**config.mk**
```make
export PLATFORM = sky130hd
export DESIGN_NAME = dup_range_param
export DESIGN_NICKNAME = d
export VERILOG_FILES = /design/src/rtl/dup_range_param.sv
export SDC_FILE = /design/constraint.sdc
export NUM_CORES = 1
export LEC_CHECK = 0
export BUFFER_PORTS_ARGS = -buffer_cell sky130_fd_sc_hd__buf_2
export CORE_UTILIZATION = 51
export DETAILED_ROUTE_END_ITERATION = 12
export PLACE_DENSITY = 0.74
export SLEW_MARGIN = 20
export SYNTH_ARGS = -nofsm -noshare
export SYNTH_HDL_FRONTEND = slang
export SYNTH_SLANG_ARGS = --single-unit
```
**constraint.sdc**
```tcl
create_clock -name _clock -period 3.6 [get_ports _clock]
set_input_delay 0.36 -clock _clock [delete_from_list [all_inputs] [get_ports _clock]]
set_output_delay 0.36 -clock _clock [all_outputs]
set_load 0.05 [all_outputs]
```
**src/rtl/dup_range_param.sv**
```systemverilog
// Range generator that walks range(base, limit, step) and yields every element
// COPIES times as (value, copy_index) over a ready/valid/done handshake.
module dup_range_param #(
  parameter int unsigned WIDTH  = 32,
  parameter int unsigned COPIES = 2,
  parameter int unsigned IDXW   = 8
) (
  input  logic                    _clock,
  input  logic                    _reset,
  input  logic                    _start,
  input  logic signed [WIDTH-1:0] base,
  input  logic signed [WIDTH-1:0] limit,
  input  logic signed [WIDTH-1:0] step,
  input  logic                    _ready,
  output logic                    _valid,
  output logic                    _done,
  output logic signed [WIDTH-1:0] _0,
  output logic        [IDXW-1:0]  _1
);

  localparam int unsigned SUMW = WIDTH + 1;

  typedef enum logic [1:0] {
    ST_CHECK = 2'd0,
    ST_EMIT  = 2'd1,
    ST_DONE  = 2'd2
  } state_t;

  state_t                   state_q, state_d;
  logic signed [WIDTH-1:0]  i_q, i_d;
  logic signed [WIDTH-1:0]  lim_q, lim_d;
  logic signed [WIDTH-1:0]  stp_q, stp_d;
  logic        [IDXW-1:0]   k_q, k_d;
  logic                     ovf_q, ovf_d;
  logic                     valid_q, valid_d;
  logic                     done_q, done_d;
  logic signed [WIDTH-1:0]  out0_q, out0_d;
  logic        [IDXW-1:0]   out1_q, out1_d;

  logic        [SUMW-1:0]   sum;
  logic                     terminate;
  logic                     advance;
  logic                     last_copy;

  // Sign-extended add one bit wider so a wrap of i is detectable.
  always_comb begin
    sum = {i_q[WIDTH-1], i_q} + {stp_q[WIDTH-1], stp_q};
  end

  always_comb begin
    terminate = (stp_q == '0)
             || (!stp_q[WIDTH-1] && (i_q >= lim_q))
             || ( stp_q[WIDTH-1] && (i_q <= lim_q))
             || ovf_q;
    advance   = _ready || !valid_q;
    last_copy = (k_q == IDXW'(COPIES - 1));
  end

  // Next-state and registered-output logic; _start wins over everything.
  always_comb begin
    state_d = state_q;
    i_d     = i_q;
    lim_d   = lim_q;
    stp_d   = stp_q;
    k_d     = k_q;
    ovf_d   = ovf_q;
    valid_d = valid_q;
    done_d  = done_q;
    out0_d  = out0_q;
    out1_d  = out1_q;

    if (_start) begin
      i_d     = base;
      lim_d   = limit;
      stp_d   = step;
      k_d     = '0;
      ovf_d   = 1'b0;
      valid_d = 1'b0;
      done_d  = 1'b0;
      state_d = ST_CHECK;
    end else if (advance) begin
      case (state_q)
        ST_CHECK: begin
          valid_d = 1'b0;
          if (terminate) begin
            state_d = ST_DONE;
          end else begin
            k_d     = '0;
            state_d = ST_EMIT;
          end
        end
        ST_EMIT: begin
          out0_d  = i_q;
          out1_d  = k_q;
          valid_d = 1'b1;
          if (last_copy) begin
            i_d     = sum[WIDTH-1:0];
            ovf_d   = sum[WIDTH] ^ sum[WIDTH-1];
            state_d = ST_CHECK;
          end else begin
            k_d = k_q + IDXW'(1);
          end
        end
        ST_DONE: begin
          valid_d = 1'b0;
          done_d  = 1'b1;
        end
        default: begin
          valid_d = 1'b0;
          state_d = ST_DONE;
        end
      endcase
    end
  end

  // Synchronous reset applies only when no start is requested in the same cycle.
  always_ff @(posedge _clock) begin
    if (_reset && !_start) begin
      state_q <= ST_DONE;
      i_q     <= '0;
      lim_q   <= '0;
      stp_q   <= '0;
      k_q     <= '0;
      ovf_q   <= 1'b0;
      valid_q <= 1'b0;
      done_q  <= 1'b0;
      out0_q  <= '0;
      out1_q  <= '0;
    end else begin
      state_q <= state_d;
      i_q     <= i_d;
      lim_q   <= lim_d;
      stp_q   <= stp_d;
      k_q     <= k_d;
      ovf_q   <= ovf_d;
      valid_q <= valid_d;
      done_q  <= done_d;
      out0_q  <= out0_d;
      out1_q  <= out1_d;
    end
  end

  assign _valid = valid_q;
  assign _done  = done_q;
  assign _0     = out0_q;
  assign _1     = out1_q;

endmodule

```
**Word level (Yosys, flattened, before mapping)**

Index checks and enable logic that the tools add are counted.

- Register bits after elaboration: 149
- Output and inout bits: 42
- Word-level logic and storage cells: 63

- Add/sub/neg operators: 2
- Order comparisons: 2
- Equal/unequal tests: 8
- Muxes and demuxes: 13
- Bitwise operators: 3
- Reduce and logical (&&, ||, !) cells: 24

Operator list:

| operator | number |
|---|---|
| $mux 32 | 4 |
| $add 32x32->33 | 1 |
| $ge 32x32->1 | 1 |
| $le 32x32->1 | 1 |
| $logic_not 32->1 | 1 |
| $mux 8 | 2 |
| $pmux 8 s2 | 1 |
| $reduce_and 3->1 | 5 |
| $add 8x1->8 const B | 1 |
| $eq 8x1->1 const B | 1 |
| $mux 2 | 4 |
| $ne 2x2->1 const B | 4 |
| $reduce_bool 2->1 | 4 |
| $pmux 2 s3 | 1 |
| $logic_or 1x1->1 | 4 |
| $reduce_and 4->1 | 1 |
| $logic_and 1x1->1 | 3 |
| $logic_not 1->1 | 3 |
| $ne 3x3->1 const B | 1 |
| $eq 2x1->1 const B | 1 |
| $eq 2x2->1 const B | 1 |
| $logic_not 2->1 | 1 |
| $not 1->1 | 2 |
| $reduce_and 2->1 | 1 |
| other kinds (3) | 3 |

**Depth between registers and ports, before layout**

Gate-level depths: netlist of the first run.

- Word-level depth: 9
- Mapped depth: 12

**Worst setup path after synthesis of the first run**

Ideal clock, no wire load.

- Kind: reg-to-reg
- Start point: reg i_q[21]
- End point: reg k_q[4]
- Library setup time: 0.070 ns
- Data arrival time: 2.517 ns
- Required time: 3.530 ns
- Path slack: 1.013 ns
- Stages on the path, launching flop included: 12
- Buffers on the path: 1
- Clock period less this slack: 2.587 ns
- Cells stage by stage: dfxtp_1 ha_1 a21o_1 a21o_1 a221oi_2 o221ai_1 a21oi_2 mux2i_4 nor2_2 buf_6 or3_1 a21boi_1

- Word-level cells in the longest chain between the ends: 7
- Elaborated cells between the ends (all ways): 9
- Those cells by class: 2 x order compare; 1 x eq/ne; 6 x reduce/logical

RTL lines:

| item | RTL line | text |
|---|---|---|
| start: declaration | 30 | `logic signed [WIDTH-1:0] i_q, i_d;` |
| start signal: assignment | 131 | `i_q <= i_d;` |
| $ge 32x32->1 | 52 | `\|\| (!stp_q[WIDTH-1] && (i_q >= lim_q))` |
| $logic_and 1x1->1 | 52 |  |
| $logic_or 1x1->1 | 52 |  |
| $logic_or 1x1->1 * | 53 | `\|\| ( stp_q[WIDTH-1] && (i_q <= lim_q))` |
| $logic_or 1x1->1 * | 54 | `\|\| ovf_q;` |
| $ne 2x2->1 (no source line) * | -- |  |
| $reduce_and 4->1 (no source line) * | -- |  |
| end signal: assignment | 134 | `k_q <= k_d;` |
| end: declaration | 33 | `logic [IDXW-1:0] k_q, k_d;` |

Every way passes the cells marked *; elsewhere a longest branch is shown, timed or not.
A chain may end at the register's enable or synchronous reset.

**Worst setup path after layout of the first run**

- Start point: reg i_q[0]
- End point: reg i_q[30]

- Word-level cells in the longest chain between the ends: 5

RTL lines:

| item | RTL line | text |
|---|---|---|
| $add 32x32->33 | 47 | `sum = {i_q[WIDTH-1], i_q} + {stp_q[WIDTH-1], stp_q};` |
| $mux 32 | 96 | `if (last_copy) begin` |
| $mux 32 | 82 | `case (state_q)` |
| $mux 32 | 81 | `end else if (advance) begin` |
| $mux 32 | 72 | `if (_start) begin` |

Every way passes these cells. The select of a mux whose other input is x is not followed.

==> results of run 1 <==
-- cell families after synthesis --
logic type | after synthesis | share of synthesized area (%)
mux | 6 | 0.896
flops | 149 | 36.8
xor+xnor | 31 | 3.35
simple gates | 348 | 19.6
compound gates | 300 | 23.9
fa+ha+maj | 67 | 10.4
buf+inv | 105 | 4.99
-- synth_stat cells, drive strengths merged (8+ instances only) --
cell | number | area (um^2)
o31ai | 35 | 282
o211ai | 9 | 77.6
inv | 48 | 180
a22o | 8 | 70.1
xnor2 | 19 | 166
ha | 66 | 826
nand2b | 33 | 206
nand3 | 9 | 45.0
nor2 | 41 | 156
a211oi | 8 | 60.1
nor4 | 11 | 81.3
nor2b | 9 | 56.3
nand4 | 16 | 100
nand2 | 199 | 747
clkbuf | 51 | 191
o21ai | 87 | 439
a21o | 20 | 150
xor2 | 12 | 105
dfxtp | 149 | 2980
a21oi | 92 | 468
-- sequential cells by signal (all words and copies together) (netlist names) --
name and flops:
state_q 2, i_q 32, k_q 8, lim_q 32, _0 32, _1 8
ovf_q 1, stp_q 32, _done 1, _valid 1
-- cell usage in the layout, fill, tap and decap left out, types with 4 or more instances in the layout --
master                      instances
sky130_fd_sc_hd__o21ai_0           57
sky130_fd_sc_hd__nor2b_1            8
sky130_fd_sc_hd__nand2_1          199
sky130_fd_sc_hd__dfxtp_1          149
sky130_fd_sc_hd__a211oi_1           8
sky130_fd_sc_hd__clkinv_2           6
sky130_fd_sc_hd__and2_1             5
sky130_fd_sc_hd__o21a_1             4
sky130_fd_sc_hd__nor3_1             7
sky130_fd_sc_hd__mux2i_1            5
sky130_fd_sc_hd__a21boi_1           6
sky130_fd_sc_hd__o31ai_1           33
sky130_fd_sc_hd__nor4_1             9
sky130_fd_sc_hd__buf_4              7
sky130_fd_sc_hd__nand4_1           16
sky130_fd_sc_hd__inv_1             48
sky130_fd_sc_hd__a32oi_1            6
sky130_fd_sc_hd__ha_1              66
sky130_fd_sc_hd__buf_2            140
sky130_fd_sc_hd__clkbuf_16         17
sky130_fd_sc_hd__o211ai_1           7
sky130_fd_sc_hd__nor2_1            38
sky130_fd_sc_hd__or3_1              4
sky130_fd_sc_hd__a21o_1            20
sky130_fd_sc_hd__xnor2_1           19
sky130_fd_sc_hd__a22o_1             8
sky130_fd_sc_hd__nand2b_1          33
sky130_fd_sc_hd__nand3_1            9
sky130_fd_sc_hd__xor2_1            12
sky130_fd_sc_hd__o21bai_1           5
sky130_fd_sc_hd__o21ai_1           29
sky130_fd_sc_hd__a21oi_1           90
sky130_fd_sc_hd__bufinv_16          4
-- worst max-delay path, delay by kind of cell (launching register included) --
family / cells / cell delay (ps)
flops: 1 / 330
buf+inv: 1 / 70
fa+ha+maj: 2 / 390
simple gates: 1 / 200
compound gates: 7 / 1550
xor+xnor: 1 / 180
-- layout make-up --
class                      count  area share, %
clock buffer                  19           4.66
clock inverter                11           1.67
inverter                      48           1.90
multi-input combinational    752           49.7
sequential                   149           31.4
tap                          211           2.78
timing repair buffer         147           7.93
-- through the flow --
step / area [um^2] / util, %
after floorplan: 8100 / -
after global placement: 8890 / 57.9
after detailed placement: 8890 / 57.9
after CTS: 9500 / 61.8
after global routing: 9500 / 61.8
final: 9500 / 61.8
-- power groups by stage --
| stage | logic (mW) | clock network [mW] | registers [mW] |
|---|---|---|---|
| after floorplan | 0.614 | 0 | 1.90 |
| after global placement | 0.852 | 0 | 1.88 |
| after detailed placement | 0.868 | 0 | 1.88 |
| after CTS | 0.876 | 1.85 | 1.85 |
| after global routing | 0.979 | 1.92 | 1.86 |
| final | 0.883 | 1.84 | 1.85 |
-- worst paths after layout --
check        slack, ps  cells after the start                      to
max                760                     12    i_q[30]$_SDFFE_PP0P_
min                120                      3  stp_q[21]$_SDFFE_PP0P_
max reg2reg        760                     12    i_q[30]$_SDFFE_PP0P_
min reg2reg        450                      2      _1[5]$_SDFFE_PP0P_
-- routing by layer --
metal | track usage, % | share of wire, % | vias to the layer above
li1 | - | - | 3757
met1 | 36.5 | 47 | 3367
met2 | 42.1 | 44 | 269
met3 | 4.67 | 6.4 | 43
met4 | 9.69 | 2.1 | 0
met5 | 0 | 0 | -
==> results.txt, run 1 <==
The Yosys step of the flow raised 0 warnings. The area growth from synthesis to layout is 17.3%. The count of buffers from port buffering is 141. The post-route fraction of the period consumed by the critical path came out at 79.0%. After floorplanning, the core was divided into 45 placement rows. The required time of the critical path was 3920 ps.

Final hold analysis gives a worst-case slack of 123 ps. The number of fill cells in the layout was 1426. In this run the worst path has a maximum fanout of 4. The number of diodes came out at 0. In this run the count of I/O pins placed on the die edge is 142.

The via-per-instance ratio works out to 5.56. Tracing the worst setup path back leads to its startpoint at i_q[0]$_SDFFE_PP0P_. For the pin with the worst max-slew slack, the measured transition is 834 ps. Pin count of the biggest net entering global routing: 90.

Sum of routed wire length over all layers: 21600 um. In this run the power density over the cells is 481 nW/um^2. The max-slew headroom at the worst pin is 44.4%. The worst hold path class was in2reg.

The number of instances in the synthesized netlist is 1006. The critical path is of the reg2reg type. The final sum of negative setup slack was 0 ps. Of the synthesized area, sequential elements account for 36.8%. The count of endpoints failing setup in the final report was 0.

Walking the worst path, the cells encountered are ha_1, inv_1, fa_1, and2b_1, o31a_1, o31ai_4, o211ai_2, a311oi_4, o211ai_1, xnor2_1, o21ai_1, a22o_1. The number of hold buffers added after CTS was 0. Detailed placement finished with a half-perimeter wire length of 15700 um. The number of standard cells in the layout, taps in and fillers out is 1337. In the final routed layout, each cell accounts on average for 16.1 um.

The die width came out at 128 um. The internal portion of the total power is 3.27 mW. The startpoint identified for the worst register-to-register timing path is i_q[0]$_SDFFE_PP0P_. In this run, distinct cell masters in the synthesized netlist total 63. The placed cell count was 1307; the total vias in the final route was 7436. Before antenna repair, the detailed router went through 5 iterations. STA puts the critical path data arrival time at 3160 ps.

The sort of element at the end of the critical path is a register. The run gives 796 ps as the placement-stage worst setup slack. The die height was 128 um; the count of final hold-check violations was 0. Combinational share of power: 19.3%. The proportion of power drawn by the clock network is 40.2%. Setup repair after global routing left no endpoint under its margin.

The run gives 16400 um^2 as the area of the die. STA classifies the critical path startpoint as a register. In this run the power spent charging and discharging nets is 1.30 mW. Buffer type at the clock tree root: sky130_fd_sc_hd__clkbuf_16.

The total routing usage reported by global routing is 26.7%. TritonCTS built the clock tree. For this run, design rule violations remaining after detail routing come to 0. For this design, the sink count on the clock tree is 149. Summing all flip-flop and latch instances after layout gives 2980 um^2. In this run, CTS created clock tree buffers numbering 17. The area taken by multi-input logic gates was 4720 um^2; the power share of the sequential group was 40.5%. The initial antenna violation count is 0, and the stage delay of the slowest cell on the critical path is 330 ps. The primary flip-flop cell chosen by synthesis mapping is sky130_fd_sc_hd__dfxtp_1. The number of global-route vias before repair was 6847.

The tools report the post-layout net count as 1282. Post-route total power: 4.57 mW. The core box area was 15400 um^2; the synthesized netlist net count was 1173.

The number of post-CTS setup repair buffers came out at 0. For this run, the top clock speed supported by timing is 0.352 GHz. After synthesis, the share of flip-flops with an asynchronous set or reset is 0%. The tools report the origin of the worst min-delay path as step[21]. The tools report the post-CTS resize count as 0. The tools report the final count of pins violating max slew as 0.

After clock tree synthesis, the clock-pin slew on the worst setup and hold paths is 60 ps. The logs give 2 for the number of buffers on the longest clock path and 430 ps for the source-to-sink clock delay at the later pin of the worst-skew pair. At the end of routability-driven placement, the weighted congestion stood at 0.994. In this run the static leakage power is 4.20 nW.

The logs give 52.7% for the starting utilization of the core area and 4 for the deepest level of the CTS H-tree. For the first-pass GRT wire length, the log shows 34000 um. The flow ran to the end, and the final reports show no timing, DRC or antenna violations. The switching share of power was 28.5%; the worst setup margin was 758 ps. DRC violation total after the first TritonRoute iteration: 488. The post-route netlist has 17.7% of its cells at a drive strength greater than 1. Max-cap violations in this run came to 0. The total overflow left after global routing is 0. After synthesis, the mean cell area works out to 8.05 um^2.

Counting I/O delays and the setup requirement, the final critical path takes 2840 ps. The synthesized netlist occupies a cell area of 8100 um^2. The run gives 0.000412 V as the highest ir drop seen on vdd. Cell with the largest stage delay on the worst path: sky130_fd_sc_hd__dfxtp_1. Number of enable flip-flop cells after synthesis: 0. The number of nets with antenna violations after detailed routing is 0, and the setup clock skew after layout is 6.91 ps. Synthesis inferred 149 register bits.
Note: power is estimated with default switching activity, not from simulation.
==> run 2, diff against run 1 <==
--- a/config.mk
+++ b/config.mk
@@ -8,7 +8,7 @@
 export BUFFER_PORTS_ARGS = -buffer_cell sky130_fd_sc_hd__buf_2
 export CORE_UTILIZATION = 51
 export DETAILED_ROUTE_END_ITERATION = 12
-export PLACE_DENSITY = 0.74
+export PLACE_DENSITY = 0.77
 export SLEW_MARGIN = 20
 export SYNTH_ARGS = -nofsm -noshare
 export SYNTH_HDL_FRONTEND = slang
==> constraint.sdc (replaced) <==
create_clock -name _clock -period 2.45 [get_ports _clock]
set_input_delay 0.245 -clock _clock [delete_from_list [all_inputs] [get_ports _clock]]
set_output_delay 0.245 -clock _clock [all_outputs]
set_load 0.05 [all_outputs]
==> results.txt, run 2 (synthesis results as in run 1) <==
The run finished, with violations left. The final reports fail on negative setup slack. The run gives 37100 um as the first-pass GRT wire length. The deepest level of the CTS H-tree came out at 4. The routed design has 24300 um of wire. The required time of the critical path is 2770 ps, and the met3 capacity usage during global routing is 4.88%. Number of buffers and inverters on the critical path: 2. For the worst-skew pair, the clock arrives at the later sink with an insertion delay of 440 ps.

The worst setup path is launched from a register. Walking the worst path, the cells encountered are ha_4, inv_2, fa_2, and2b_1, o31a_1, o31ai_4, buf_4, o21ai_4, a41o_1, a31oi_4, xor2_1, o21ai_1, a22o_1. The floorplan step set the die width to 128 um. During I/O placement, the number of pins put on the boundary was 142. The number of antenna diodes in the final layout is 0. The area added between synthesis and finish was 37.3%; the leakage power was 4.87 nW. The actual slew at the worst max-slew pin was 747 ps; the post-route fraction of the period consumed by the critical path was 111%. The tools report the post-layout net count as 1398.

After detailed routing, the number of remaining DRC violations is 0. The initial antenna violation count came out at 0. Final core utilization: 72.3%.

Entering global routing, the biggest net connects 67 pins. Headroom to the max-slew limit came out at 50.0%. The layout cell share with drive strength beyond 1 is 32.9%. The final count of pins violating max slew was 0.

STA puts the critical path data arrival time at 3030 ps. The total area inside the core boundary comes to 15400 um^2. The total congestion overflow after global routing is 0. The cell family contributing the most delay on the critical path is compound AO/OA/AOI/OAI gates.

The maximum fanout along the worst path is 3, and the global routing usage on met1 is 39.5%. Counting every sink on the clock net gives 149. STA classifies the critical path endpoint as a register.

The post-DP HPWL was 16900 um. Setup violations remaining at the end of the flow were counted as 19. The library cells used most frequently in the layout, excluding fill and tap cells, are sky130_fd_sc_hd__nand2_1 (196), sky130_fd_sc_hd__buf_2 (140), sky130_fd_sc_hd__dfxtp_1 (124), sky130_fd_sc_hd__buf_4 (109), sky130_fd_sc_hd__a21oi_1 (78).

Across the VDD grid, the largest voltage drop is 0.000507 V. The number of buffers on the longest clock path is 2, and the routed length per instance is 16.7 um. The run gives 6.53 ps as the setup clock skew after layout. The number of optimization iterations in the first detailed-route pass was 5; the worst setup margin was -261 ps. The buffer type at the clock tree root was sky130_fd_sc_hd__clkbuf_16. The detailed router placed 8093 vias in this run. For met2 alone, demand over resource in global routing was 46.5%. Max-cap violations in this run came to 0. Clock-pin slew of the registers on the worst-case setup and hold paths: 60 ps. The placed cell count was 1410. TritonCTS built the clock tree.

The run gives 0 as the count of final hold-check violations. For this design, the slowest cell found on the critical path is sky130_fd_sc_hd__dfxtp_2. The die height was 128 um.

The global routing stage identified its most utilized layer as met2. Power spread over the standard cell area amounts to 677 nW/um^2. The die covers 16400 um^2.

Global routing consumed, over all layers together, 29.4% of the routing resources. The first routing iteration left 640 violations. In this run the remaining antenna-violating nets after routing total 0. In the routed layout, each cell is associated on average with a via count of 5.57. At the end of routability-driven placement, the weighted congestion stood at 0.912.

Startpoint-to-endpoint class of the critical path: reg2reg. The number of fill cells in the layout was 1148; the worst hold slack across all endpoints was 2.69 ps. Most common cell after layout, fill and taps aside: sky130_fd_sc_hd__nand2_1. The starting utilization of the core area was 52.7%; the minimum period implied by the final worst setup slack was 2710 ps. The TritonCTS buffer count came out at 17. The path class of the tightest hold or removal check is in2reg. The count of buffers from port buffering is 141, and the achievable frequency is 0.369 GHz. The floorplan has 45 rows.

The number of global-route vias before repair came out at 7524. The finished layout holds 1454 standard cells, fillers aside. Setup repair after global routing could not meet its margin everywhere. The largest single stage delay on the critical path is 340 ps.
run 2: cell count changes in the layout (fill, tap and decap cells not counted), moves of 5 or more:
cell,delta
sky130_fd_sc_hd__a211oi_1,-6
sky130_fd_sc_hd__a211oi_2,+5
sky130_fd_sc_hd__a21oi_1,-12
sky130_fd_sc_hd__a21oi_2,+12
sky130_fd_sc_hd__buf_4,+102
sky130_fd_sc_hd__buf_6,+8
sky130_fd_sc_hd__clkinv_2,-5
sky130_fd_sc_hd__dfxtp_1,-25
sky130_fd_sc_hd__dfxtp_2,+20
sky130_fd_sc_hd__dfxtp_4,+5
sky130_fd_sc_hd__ha_1,-23
sky130_fd_sc_hd__ha_4,+19
sky130_fd_sc_hd__o21ai_0,-5
run 2: stage by stage:
step / TNS (ps) / setup slack, ps / instance area, um^2 / power [mW]
6_report: -2420 / -261 / 11100 / 7.52
5_1_grt: -4940 / -393 / 11100 / 7.83
4_1_cts: -1200 / -202 / 10600 / 7.32
3_5_place_dp: -1990 / -182 / 9740 / 4.28
3_3_place_gp: -805 / -103 / 9740 / 4.24
2_1_floorplan: -412 / -107 / 8110 / 3.70
run 2: per-layer routing:
layer / up-vias / share of wire, %
met5: - / 0
met1: 3727 / 45
met2: 333 / 46
met3: 51 / 6.9
met4: 0 / 3.0
li1: 3982 / -
run 2: path summary, 6_finish.rpt:
| path | from | endpoint | slack [ps] | cells past startpoint |
|---|---|---|---|---|
| max | stp_q[0]$_SDFFE_PP0P_ | i_q[20]$_SDFFE_PP0P_ | -260 | 13 |
| min | step[17] | stp_q[17]$_SDFFE_PP0P_ | 3 | 3 |
| max reg2reg | stp_q[0]$_SDFFE_PP0P_ | i_q[20]$_SDFFE_PP0P_ | -260 | 13 |
| min reg2reg | _1[4]$_SDFFE_PP0P_ | _1[4]$_SDFFE_PP0P_ | 450 | 2 |
run 2: tightest hold or removal path: cells and delay by family:
| kind | cells | cell delay, ps |
|---|---|---|
| AOI/OAI and AO/OA | 1 | 50 |
| buffers and inverters | 1 | 70 |
| and+or+nand+nor | 1 | 40 |
run 2: what timing repair did:
item	CTS	global route
hold buffers	1	0
endpoints found under the setup margin	23	32
cloned	1	0
buffers inserted	2	10
pin swaps	17	47
endpoints found under the hold margin	1	0
gates resized for setup	39	83
run 2: layout make-up:
class                      count  area, um^2  area share (%)
multi-input combinational    753        5280            47.5
sequential                   149        3030            27.2
timing repair buffer         262        1700            15.3
clock buffer                  19         443            3.98
tap                          211         264            2.38
clock inverter                12         226            2.04
inverter                      48         180            1.62
run 2: power breakdown:
group	switching (mW)	internal (mW)	total, mW
combinational	0.979	0.844	1.82
sequential	0.136	2.58	2.72
clock	1.05	1.93	2.98
total	2.16	5.36	7.52
==> run 3, diff against run 2 <==
--- a/config.mk
+++ b/config.mk
@@ -8,7 +8,8 @@
 export BUFFER_PORTS_ARGS = -buffer_cell sky130_fd_sc_hd__buf_2
 export CORE_UTILIZATION = 51
 export DETAILED_ROUTE_END_ITERATION = 12
-export PLACE_DENSITY = 0.77
+export PLACE_DENSITY = 0.74
+export REMOVE_ABC_BUFFERS = 1
 export SLEW_MARGIN = 20
 export SYNTH_ARGS = -nofsm -noshare
 export SYNTH_HDL_FRONTEND = slang
==> constraint.sdc (replaced) <==
create_clock -name _clock -period 2.68 [get_ports _clock]
set_input_delay 0.268 -clock _clock [delete_from_list [all_inputs] [get_ports _clock]]
set_output_delay 0.268 -clock _clock [all_outputs]
set_load 0.05 [all_outputs]
==> results.txt, run 3 (synthesis results as in run 1) <==
The flow ran to the end, but the final reports show violations. The final reports fail on negative setup slack. The number of global-route vias before repair is 7356. Sink count of the clock tree: 149. Dividing total power by cell area gives a power density of 618 nW/um^2. Sum of routed wire length over all layers: 23100 um.

The first-pass GRT wire length was 36100 um. The tools report the initial antenna violation count as 0. Static timing analysis puts the maximum clock frequency at 0.371 GHz. Once detail routing completed, the nets flagged for antenna violations numbered 0. The tree is rooted in a sky130_fd_sc_hd__clkbuf_16. The pin count of the biggest net entering global routing is 84. The count of endpoints failing setup in the final report is 1, and the minimum period implied by the final worst setup slack is 2700 ps.

The floorplan step defined a die boundary enclosing 16400 um^2. For this run, the number of standard cells in the final layout without fillers is 1434. Max-cap violations in this run came to 0.

The final layout contains 1378 nets. The count of buffers from port buffering was 141. The layout cell share with drive strength beyond 1 is 29.0%, and the setup slack on the worst flop-to-flop path is -20 ps.

The slowest stage of the critical path is the sky130_fd_sc_hd__dfxtp_1 cell. The worst setup path is captured at a register. The core box area came out at 15400 um^2.

In the layout the commonest cells are sky130_fd_sc_hd__nand2_1 (198), sky130_fd_sc_hd__buf_2 (140), sky130_fd_sc_hd__dfxtp_1 (136), sky130_fd_sc_hd__buf_4 (101), sky130_fd_sc_hd__a21oi_1 (81). Among cell families on the critical path, the largest total delay comes from compound AO/OA/AOI/OAI gates. The worst setup path is launched from a register. For the placed cell count, the log shows 1391.

The worst hold path class is in2reg. Buffers inserted to repair hold after CTS numbered 0. STA puts the critical path data arrival time at 3020 ps. The critical path is of the reg2reg type.

In this run, CTS created clock tree buffers numbering 17. The routed design uses 10900 um of met2 wire. The run gives 3000 ps as the required time of the critical path.

The tools report the total congestion overflow after global routing as 0. The global placer's final weighted congestion was 0.934; the total met3 wirelength after detailed routing was 1290 um. VDD sags by at most 0.000474 V.

Die width: 128 um. The detailed router put a total of 10400 um of wire on met1. The maximum fanout along the worst path was 4; the worst hold slack across all endpoints was 32.8 ps. The initialized floorplan defines 45 standard-cell rows. After clock tree synthesis, the clock-pin slew on the worst setup and hold paths is 60 ps.

Detailed routing inserted a total of 7832 vias. Setup repair after global routing could not meet its margin everywhere. The via-per-instance ratio works out to 5.46.

The run gives 0 as the number of remaining DRC errors. Walking the worst path, the cells encountered are ha_2, and2b_1, o31a_1, o31ai_4, o211ai_2, a311oi_4, o211ai_1, xnor2_1, o21ai_1, a22o_1. For the pin with the worst max-slew slack, the measured transition is 737 ps. Measured along the y axis, the die boundary spans 128 um.

Once the floorplan was initialized, standard cells occupied 52.7% of the core. The run gives 461 as the DRC violation total after the first TritonRoute iteration. The setup clock skew after layout was 5.81 ps; the post-DP HPWL was 16100 um. The analysis attributes to cell leakage a power of 4.67 nW.

The placed instances occupy a cell area of 9530 um^2. Of the available clock period, the critical path in the final layout requires 101%. The stage delay of the slowest cell on the critical path works out to 420 ps. The number of buffers and inverters on the critical path works out to 0.

Global routing used 28.5% of the available tracks across all layers. 142 I/O pins were placed. Number of buffers on the longest clock path: 2.

After routing the design area is 10600 um^2. The tools report the number of diodes as 0. Count of final hold-check violations: 0.

TritonCTS built the clock tree. The final count of pins violating max slew was 0; the worst setup margin was -18.7 ps. The pre-antenna-repair detailed-routing pass consisted of 7 iterations. The most common cell after layout, fill and taps aside is sky130_fd_sc_hd__nand2_1.

Deepest level of the CTS H-tree: 4. Signal routing reaches up to met4. Timing analysis after detailed placement gives a worst setup slack of -94.4 ps. The source-to-sink clock delay at the later pin of the worst-skew pair is 430 ps, and the area added between synthesis and finish is 30.8%. Headroom to the max-slew limit came out at 50.9%. In the final routed layout, each cell accounts on average for 16.1 um.
-- run 3: cell type report --
class,instances,area (um^2)
multi-input combinational,753,5050
inverter,48,180
timing repair buffer,242,1470
sequential,149,3000
tap,211,264
clock inverter,9,150
clock buffer,22,474
fill,1314,4780
-- run 3: per-layer routing --
| layer | vias up | global-route usage [%] |
|---|---|---|
| met2 | 242 | 48.2 |
| met4 | 0 | 8.79 |
| met5 | - | 0 |
| li1 | 3942 | - |
| met1 | 3610 | 36.8 |
| met3 | 38 | 5.43 |
-- run 3: through the flow --
step | power, mW | utilization [%] | setup TNS (ps)
6_report | 6.54 | 68.9 | -18.7
5_1_grt | 6.82 | 68.9 | -511
4_1_cts | 6.43 | 66.6 | 0
3_5_place_dp | 3.86 | 62.0 | -467
3_3_place_gp | 3.84 | 62.0 | -272
2_1_floorplan | 3.32 | - | -1310
-- run 3: worst paths after layout --
path,startpoint,end,depth (start not counted)
worst max register to register,i_q[2]$_SDFFE_PP0P_,i_q[30]$_SDFFE_PP0P_,10
worst min-delay path,step[9],stp_q[9]$_SDFFE_PP0P_,3
worst min register to register,_0[8]$_SDFFE_PP0P_,_0[8]$_SDFFE_PP0P_,2
worst max-delay path,i_q[2]$_SDFFE_PP0P_,i_q[30]$_SDFFE_PP0P_,10
-- run 3: what timing repair did --
item | in CTS | in global routing
endpoints found under the hold margin | 0 | 0
gates resized for setup | 14 | 61
endpoints found under the setup margin | 15 | 23
pin swaps | 7 | 35
setup buffers | 3 | 8
gates cloned | 0 | 1
-- run 3: worst min-delay path: stages --
cell and delay [ps]:
sky130_fd_sc_hd__buf_2 70, sky130_fd_sc_hd__nand2_1 40, sky130_fd_sc_hd__o21ai_0 50
-- run 3: power breakdown --
group	switching [mW]	internal (mW)	total, mW
clock	0.934	1.62	2.56
combinational	0.846	0.679	1.53
sequential	0.105	2.36	2.46
